<file path="config.mk">
export PLATFORM = sky130hd
export DESIGN_NAME = imm_gen_pipe
export DESIGN_NICKNAME = d
export VERILOG_FILES = /design/src/rtl/imm_pkg.sv /design/src/rtl/imm_decode.sv /design/src/rtl/imm_gen_pipe.sv
export SDC_FILE = /design/constraint.sdc
export NUM_CORES = 1
export LEC_CHECK = 0
export BUFFER_PORTS_ARGS = -buffer_cell sky130_fd_sc_hd__buf_4
export CORE_MARGIN = 2
export CORE_UTILIZATION = 45
export CTS_CLUSTER_SIZE = 24
export DETAILED_ROUTE_END_ITERATION = 7
export GPL_TIMING_DRIVEN = 0
export PLACE_DENSITY = 0.67
export SETUP_SLACK_MARGIN = 0.2
export SLEW_MARGIN = 20
export SYNTH_ARGS = -nofsm -noshare
export SYNTH_HDL_FRONTEND = slang
export SYNTH_SLANG_ARGS = --single-unit
</file>
<file path="constraint.sdc">
create_clock -name clk -period 4.7 [get_ports clk]
set_clock_uncertainty 0.2 [all_clocks]
set_input_delay 0.94 -clock clk [delete_from_list [all_inputs] [get_ports clk]]
set_output_delay 0.94 -clock clk [all_outputs]
set_load 0.1 [all_outputs]
</file>
<file path="src/rtl/imm_pkg.sv">
// rtl/imm_pkg.sv - opcodes, format enum and sign-extension helper for the immediate generator
package imm_pkg;

    localparam logic [6:0] OP_IMM    = 7'b0010011;
    localparam logic [6:0] OP_LOAD   = 7'b0000011;
    localparam logic [6:0] OP_JALR   = 7'b1100111;
    localparam logic [6:0] OP_SYSTEM = 7'b1110011;
    localparam logic [6:0] OP_STORE  = 7'b0100011;
    localparam logic [6:0] OP_BRANCH = 7'b1100011;
    localparam logic [6:0] OP_LUI    = 7'b0110111;
    localparam logic [6:0] OP_AUIPC  = 7'b0010111;
    localparam logic [6:0] OP_JAL    = 7'b1101111;

    localparam int MAX_XLEN = 64;

    typedef enum logic [2:0] {
        FMT_NONE = 3'd0,
        FMT_I    = 3'd1,
        FMT_S    = 3'd2,
        FMT_B    = 3'd3,
        FMT_U    = 3'd4,
        FMT_J    = 3'd5
    } fmt_t;

    // Replicates value[width-1] into every bit at or above width; callers truncate to their datapath.
    function automatic logic [MAX_XLEN-1:0] sext(input logic [31:0] value, input int width);
        logic [MAX_XLEN-1:0] r;
        logic                sign;
        sign = value[5'(width - 1)];
        r    = {32'b0, value};
        for (int i = 0; i < MAX_XLEN; i++) begin
            if (i >= width) begin
                r[i] = sign;
            end
        end
        return r;
    endfunction

endpackage

</file>
<file path="src/rtl/imm_decode.sv">
// rtl/imm_decode.sv - combinational format classification and 32-bit immediate assembly
module imm_decode
    import imm_pkg::*;
(
    input  logic [31:0] instr,
    output fmt_t        fmt,
    output logic        illegal,
    output logic [31:0] imm
);

    always_comb begin
        fmt     = FMT_NONE;
        illegal = 1'b0;
        imm     = '0;
        case (instr[6:0])
            OP_IMM, OP_LOAD, OP_JALR, OP_SYSTEM: begin
                fmt = FMT_I;
                imm = 32'(sext({20'b0, instr[31:20]}, 12));
            end
            OP_STORE: begin
                fmt = FMT_S;
                imm = 32'(sext({20'b0, instr[31:25], instr[11:7]}, 12));
            end
            OP_BRANCH: begin
                fmt = FMT_B;
                imm = 32'(sext({19'b0, instr[31], instr[7], instr[30:25], instr[11:8], 1'b0}, 13));
            end
            OP_LUI, OP_AUIPC: begin
                fmt = FMT_U;
                imm = {instr[31:12], 12'b0};
            end
            OP_JAL: begin
                fmt = FMT_J;
                imm = 32'(sext({11'b0, instr[31], instr[19:12], instr[20], instr[30:21], 1'b0}, 21));
            end
            default: begin
                illegal = 1'b1;
            end
        endcase
    end

endmodule

</file>
<file path="src/rtl/imm_gen_pipe.sv">
// rtl/imm_gen_pipe.sv - two-stage immediate generator with PC-relative target and valid/ready flow control
module imm_gen_pipe
    import imm_pkg::*;
#(
    parameter int XLEN      = 32,
    parameter bit EN_TARGET = 1'b1
) (
    input  logic            clk,
    input  logic            reset,
    input  logic            flush_i,
    input  logic            valid_i,
    output logic            ready_o,
    input  logic [31:0]     instr_i,
    input  logic [XLEN-1:0] pc_i,
    output logic            valid_o,
    input  logic            ready_i,
    output logic [XLEN-1:0] imm_o,
    output logic [XLEN-1:0] target_o,
    output logic [2:0]      fmt_o,
    output logic            illegal_o
);

    fmt_t            dec_fmt;
    logic            dec_illegal;
    logic [31:0]     dec_imm;

    logic            s1_v, s1_illegal, s1_auipc;
    fmt_t            s1_fmt;
    logic [31:0]     s1_imm;
    logic [XLEN-1:0] s1_pc;

    logic            s2_v, s2_illegal;
    fmt_t            s2_fmt;
    logic [XLEN-1:0] s2_imm, s2_target;

    logic            s1_load, s2_load, accept, tgt_sel;
    logic [XLEN-1:0] imm_ext, target_next;

    imm_decode u_decode (
        .instr   (instr_i),
        .fmt     (dec_fmt),
        .illegal (dec_illegal),
        .imm     (dec_imm)
    );

    assign s2_load = !s2_v || ready_i;
    assign s1_load = !s1_v || s2_load;
    assign ready_o = !flush_i && s1_load;
    assign accept  = valid_i && ready_o;

    assign imm_ext = XLEN'(sext(s1_imm, 32));
    assign tgt_sel = (s1_fmt == FMT_B) || (s1_fmt == FMT_J) || s1_auipc;

    generate
        if (EN_TARGET) begin : g_target
            assign target_next = tgt_sel ? (s1_pc + imm_ext) : '0;
        end else begin : g_no_target
            assign target_next = '0;
        end
    endgenerate

    // Empty stages always hold zero data, so outputs read 0 whenever valid_o is low.
    always_ff @(posedge clk or negedge reset) begin
        if (!reset) begin
            s1_v       <= 1'b0;
            s1_fmt     <= FMT_NONE;
            s1_illegal <= 1'b0;
            s1_auipc   <= 1'b0;
            s1_imm     <= '0;
            s1_pc      <= '0;
        end else if (flush_i || (s1_load && !accept)) begin
            s1_v       <= 1'b0;
            s1_fmt     <= FMT_NONE;
            s1_illegal <= 1'b0;
            s1_auipc   <= 1'b0;
            s1_imm     <= '0;
            s1_pc      <= '0;
        end else if (accept) begin
            s1_v       <= 1'b1;
            s1_fmt     <= dec_fmt;
            s1_illegal <= dec_illegal;
            s1_auipc   <= (instr_i[6:0] == OP_AUIPC);
            s1_imm     <= dec_imm;
            s1_pc      <= pc_i;
        end
    end

    always_ff @(posedge clk or negedge reset) begin
        if (!reset) begin
            s2_v       <= 1'b0;
            s2_fmt     <= FMT_NONE;
            s2_illegal <= 1'b0;
            s2_imm     <= '0;
            s2_target  <= '0;
        end else if (flush_i) begin
            s2_v       <= 1'b0;
            s2_fmt     <= FMT_NONE;
            s2_illegal <= 1'b0;
            s2_imm     <= '0;
            s2_target  <= '0;
        end else if (s2_load) begin
            s2_v       <= s1_v;
            s2_fmt     <= s1_fmt;
            s2_illegal <= s1_illegal;
            s2_imm     <= imm_ext;
            s2_target  <= target_next;
        end
    end

    assign valid_o   = s2_v;
    assign imm_o     = s2_imm;
    assign target_o  = s2_target;
    assign fmt_o     = s2_fmt;
    assign illegal_o = s2_illegal;

endmodule

</file>
==> results.yml <==
critical_path:
  worstSetupPathDepth: 6
  reg2reg_slack_ps: 1700
  critPathMaxFanout: 10
  crit_buf_inv: 2
  crit_family: "simple AND/OR/NAND/NOR gates"
  r2r-end: "target_o[28]$_DFFE_PN0P_"
  ff2ff_path_depth: 11
  setup.worst_path.end_class: "flop"
  rr_startpoint: "imm_ext[0]$_DFFE_PN0P_"
  crit_chain: "buf_4, nor2b_1, nor2_1, nand2b_1, clkbuf_1, o21ai_0"
  cp_data_arrival_time_ps: 3140
  crit_slowest_cell: "nor2_1"
  cp-start-kind: "input pin"
  criticalPathCategory: "in2reg"
  critPathMaxStageDelay_ps: 720
  cp_data_required_time_ps: 4830
sta:
  tns_ps: 0
  hold_viol: 0
  max_freq_mhz: 332
  period_needed_ps: 3010
  min_period_over_period: 0.640
  setup_violations: 0
  rsz0062_at_grt: "no"
  fin_ws_ps: 1690
  max_slew_margin: 0.362
  final_max_slew_viol_count: 0
  hold_ws_ps: 232
  worstMarginPinSlew_ps: 957
clock_network:
  cts_tree: "built"
  insertion_delay_ps: 420
  cts.sinks: 139
  htree_num_levels: 4
  cts-root-buf: "clkbuf_16"
  cts_inserted_buffers: 17
  clockBufferDepth: 2
  holdBufCountCts: 0
  post_cts_buffers: 0
  postCtsResizedCells: 0
  clkTransAtPathRegs_ps: 60
die:
  num_rows: 45
  core_area_sq_um: 15300
  die_x_microns: 130
  ios: 139
  fp.dieH_microns: 130
  initial_utilization: 0.465
  dieArea_sq_um: 16900
worst_hold_path:
  hold_class: "in2async"
synth:
  ys_ff_latch: 139
  synth_edf_count: 0
  syn_area_per_cell_sq_um: 10.2
  async_flop_share: 1.00
  ys_seq_area_frac: 0.488
  yosys_warnings: 0
  syn_inst: 698
  ys.flop_type: "dfrtp_1"
  syn_area_sq_um: 7130
  syn_nets: 799
  yosysUniqueCellTypes: 62
drt:
  drc: 0
  drt_iter0_markers: 511
  routed_wl_mm: 21.6
  ant_nets: 0
  via_count: 6179
  dr.pass1.iters: 8
  drt-wirelength-per-cell_microns: 20.0
  vias_per_cell: 5.73
global_route:
  use_met2: 0.429
  use_met1: 0.358
  grt.overflow.total: 0
  grt_antenna_before_repair: 0
  grt_use_met3: 0.0582
  first_global_vias: 6201
  grt_pass1_wl_mm: 33.9
  grt_usage: 0.266
  busiest_layer: "met2"
  grt_max_degree: 87
final_layout:
  diodes: 0
  final_util: 0.592
  layout_common_cells: "139 x dfrtp_1, 136 x buf_4, 81 x a22o_1, 81 x nand2_1, 49 x a21oi_1"
  regArea_sq_um: 3480
  fillers: 1339
  final_common_cell: "dfrtp_1"
  nets: 956
  multiInputGateArea_sq_um: 3410
  syn2layout_area_growth_pct: 27.3
  final_layout_size_suffix_gt1_frac: 0.235
placement:
  gp_congestion: 0.989
  dp_slack_ps: 1260
  port-buffer-count: 137
  place_hpwl_mm: 16.6
run:
  drv_cap: 0
pwr:
  peakVddDrop_mv: 0.248
  powerDensity_nw_per_um2: 309
  p_leak_nw: 4.37
outcome:
  outcome: "finished, final reports clean"
## state kept, by name, summed over array words and instances (netlist names)
| signal | cells |
|---|---|
| imm_ext | 32 |
| imm_o | 32 |
| s1_pc | 32 |
| target_o | 32 |
| fmt_o | 3 |
| s1_fmt | 3 |
| illegal_o | 1 |
| s1_auipc | 1 |
| s1_illegal | 1 |
| s1_v | 1 |
| valid_o | 1 |
## metrics by stage
step                instance area (sq um)  cells  total power, mW
finish                               9070   1079             2.80
global route                         9070   1079             2.90
CTS                                  9070   1079             2.82
detailed placement                   8450   1047             1.45
global placement                     8420   1046             1.44
floorplan                            7130    698             1.33
## worst reg2reg max path: stages (launching register included)
cell	delay, ps
dfrtp_1	400
ha_1	190
inv_1	60
fa_1	370
nand2b_1	250
a21oi_2	310
o2111ai_2	160
a311oi_2	370
o32ai_2	170
o21ai_2	160
xnor2_1	140
o21ai_1	70
## synthesized netlist by cell type, types with 3 or more instances
| master | count | area, sq um |
|---|---|---|
| dfrtp_1 | 139 | 3480 |
| a22o_1 | 81 | 709 |
| nand2_1 | 81 | 304 |
| a21oi_1 | 49 | 245 |
| o21ai_0 | 33 | 165 |
| nor2_1 | 32 | 120 |
| ha_1 | 31 | 388 |
| o21ai_1 | 31 | 155 |
| clkbuf_1 | 27 | 101 |
| xnor2_1 | 16 | 140 |
| a21o_1 | 13 | 97.6 |
| buf_2 | 13 | 65.1 |
| inv_1 | 13 | 48.8 |
| nand3_1 | 13 | 65.1 |
| xor2_1 | 10 | 87.6 |
| a31oi_1 | 8 | 50.1 |
| a21oi_2 | 6 | 52.6 |
| nand2b_1 | 6 | 37.5 |
| nor2b_1 | 6 | 37.5 |
| a22oi_1 | 5 | 37.5 |
| a32o_1 | 5 | 50.1 |
| and3_1 | 5 | 31.3 |
| nand4_1 | 5 | 31.3 |
| o21bai_1 | 5 | 37.5 |
| o31ai_1 | 5 | 37.5 |
| a211oi_1 | 4 | 30.0 |
| and2_1 | 4 | 25.0 |
| nor3_1 | 4 | 20.0 |
| o21ai_2 | 4 | 35.0 |
| o21a_1 | 3 | 22.5 |
| or3_1 | 3 | 18.8 |
## logic make-up after synthesis
kind of cell    Yosys count  synth area share
flops                   139             0.488
simple gates            171             0.114
fa+ha+maj                32            0.0572
buf+inv                  56            0.0339
mux                       1           0.00140
xor+xnor                 26            0.0320
compound gates          273             0.274
## power by group
part	leakage (nW)	switching [mW]	total (mW)	internal (mW)
Combinational	2.16	0.126	0.204	0.0783
Clock	0.286	0.496	1.37	0.878
Sequential	1.92	0.0101	1.22	1.21
Total	4.37	0.632	2.80	2.17
## how the worst max path moves through the flow
stage | endpoint | startpoint | slack (ps)
global route | target_o[28]$_DFFE_PN0P_ | imm_ext[0]$_DFFE_PN0P_ | 1520
finish | target_o[22]$_DFFE_PN0P_ | ready_i | 1690
floorplan | imm_ext[10]$_DFFE_PN0P_ | valid_o$_DFFE_PN0P_ | 820
CTS | target_o[22]$_DFFE_PN0P_ | ready_i | 1690
detailed placement | target_o[22]$_DFFE_PN0P_ | ready_i | 1260
global placement | target_o[5]$_DFFE_PN0P_ | ready_i | 1280
## cell type report
cell class                 instances  share of cell area
inverter                          13             0.00538
timing repair buffer             138               0.117
sequential                       139               0.384
buffer                            43              0.0212
clock buffer                      23              0.0527
clock inverter                     9              0.0152
tap                              211              0.0291
multi-input combinational        503               0.376
## per-layer routing
metal,up-vias,wire (microns)
met1,3031,9390
met2,206,10400
met4,0,563
met3,39,1250
li1,2903,-
met5,-,0
Power figures use the tool's default switching activity.
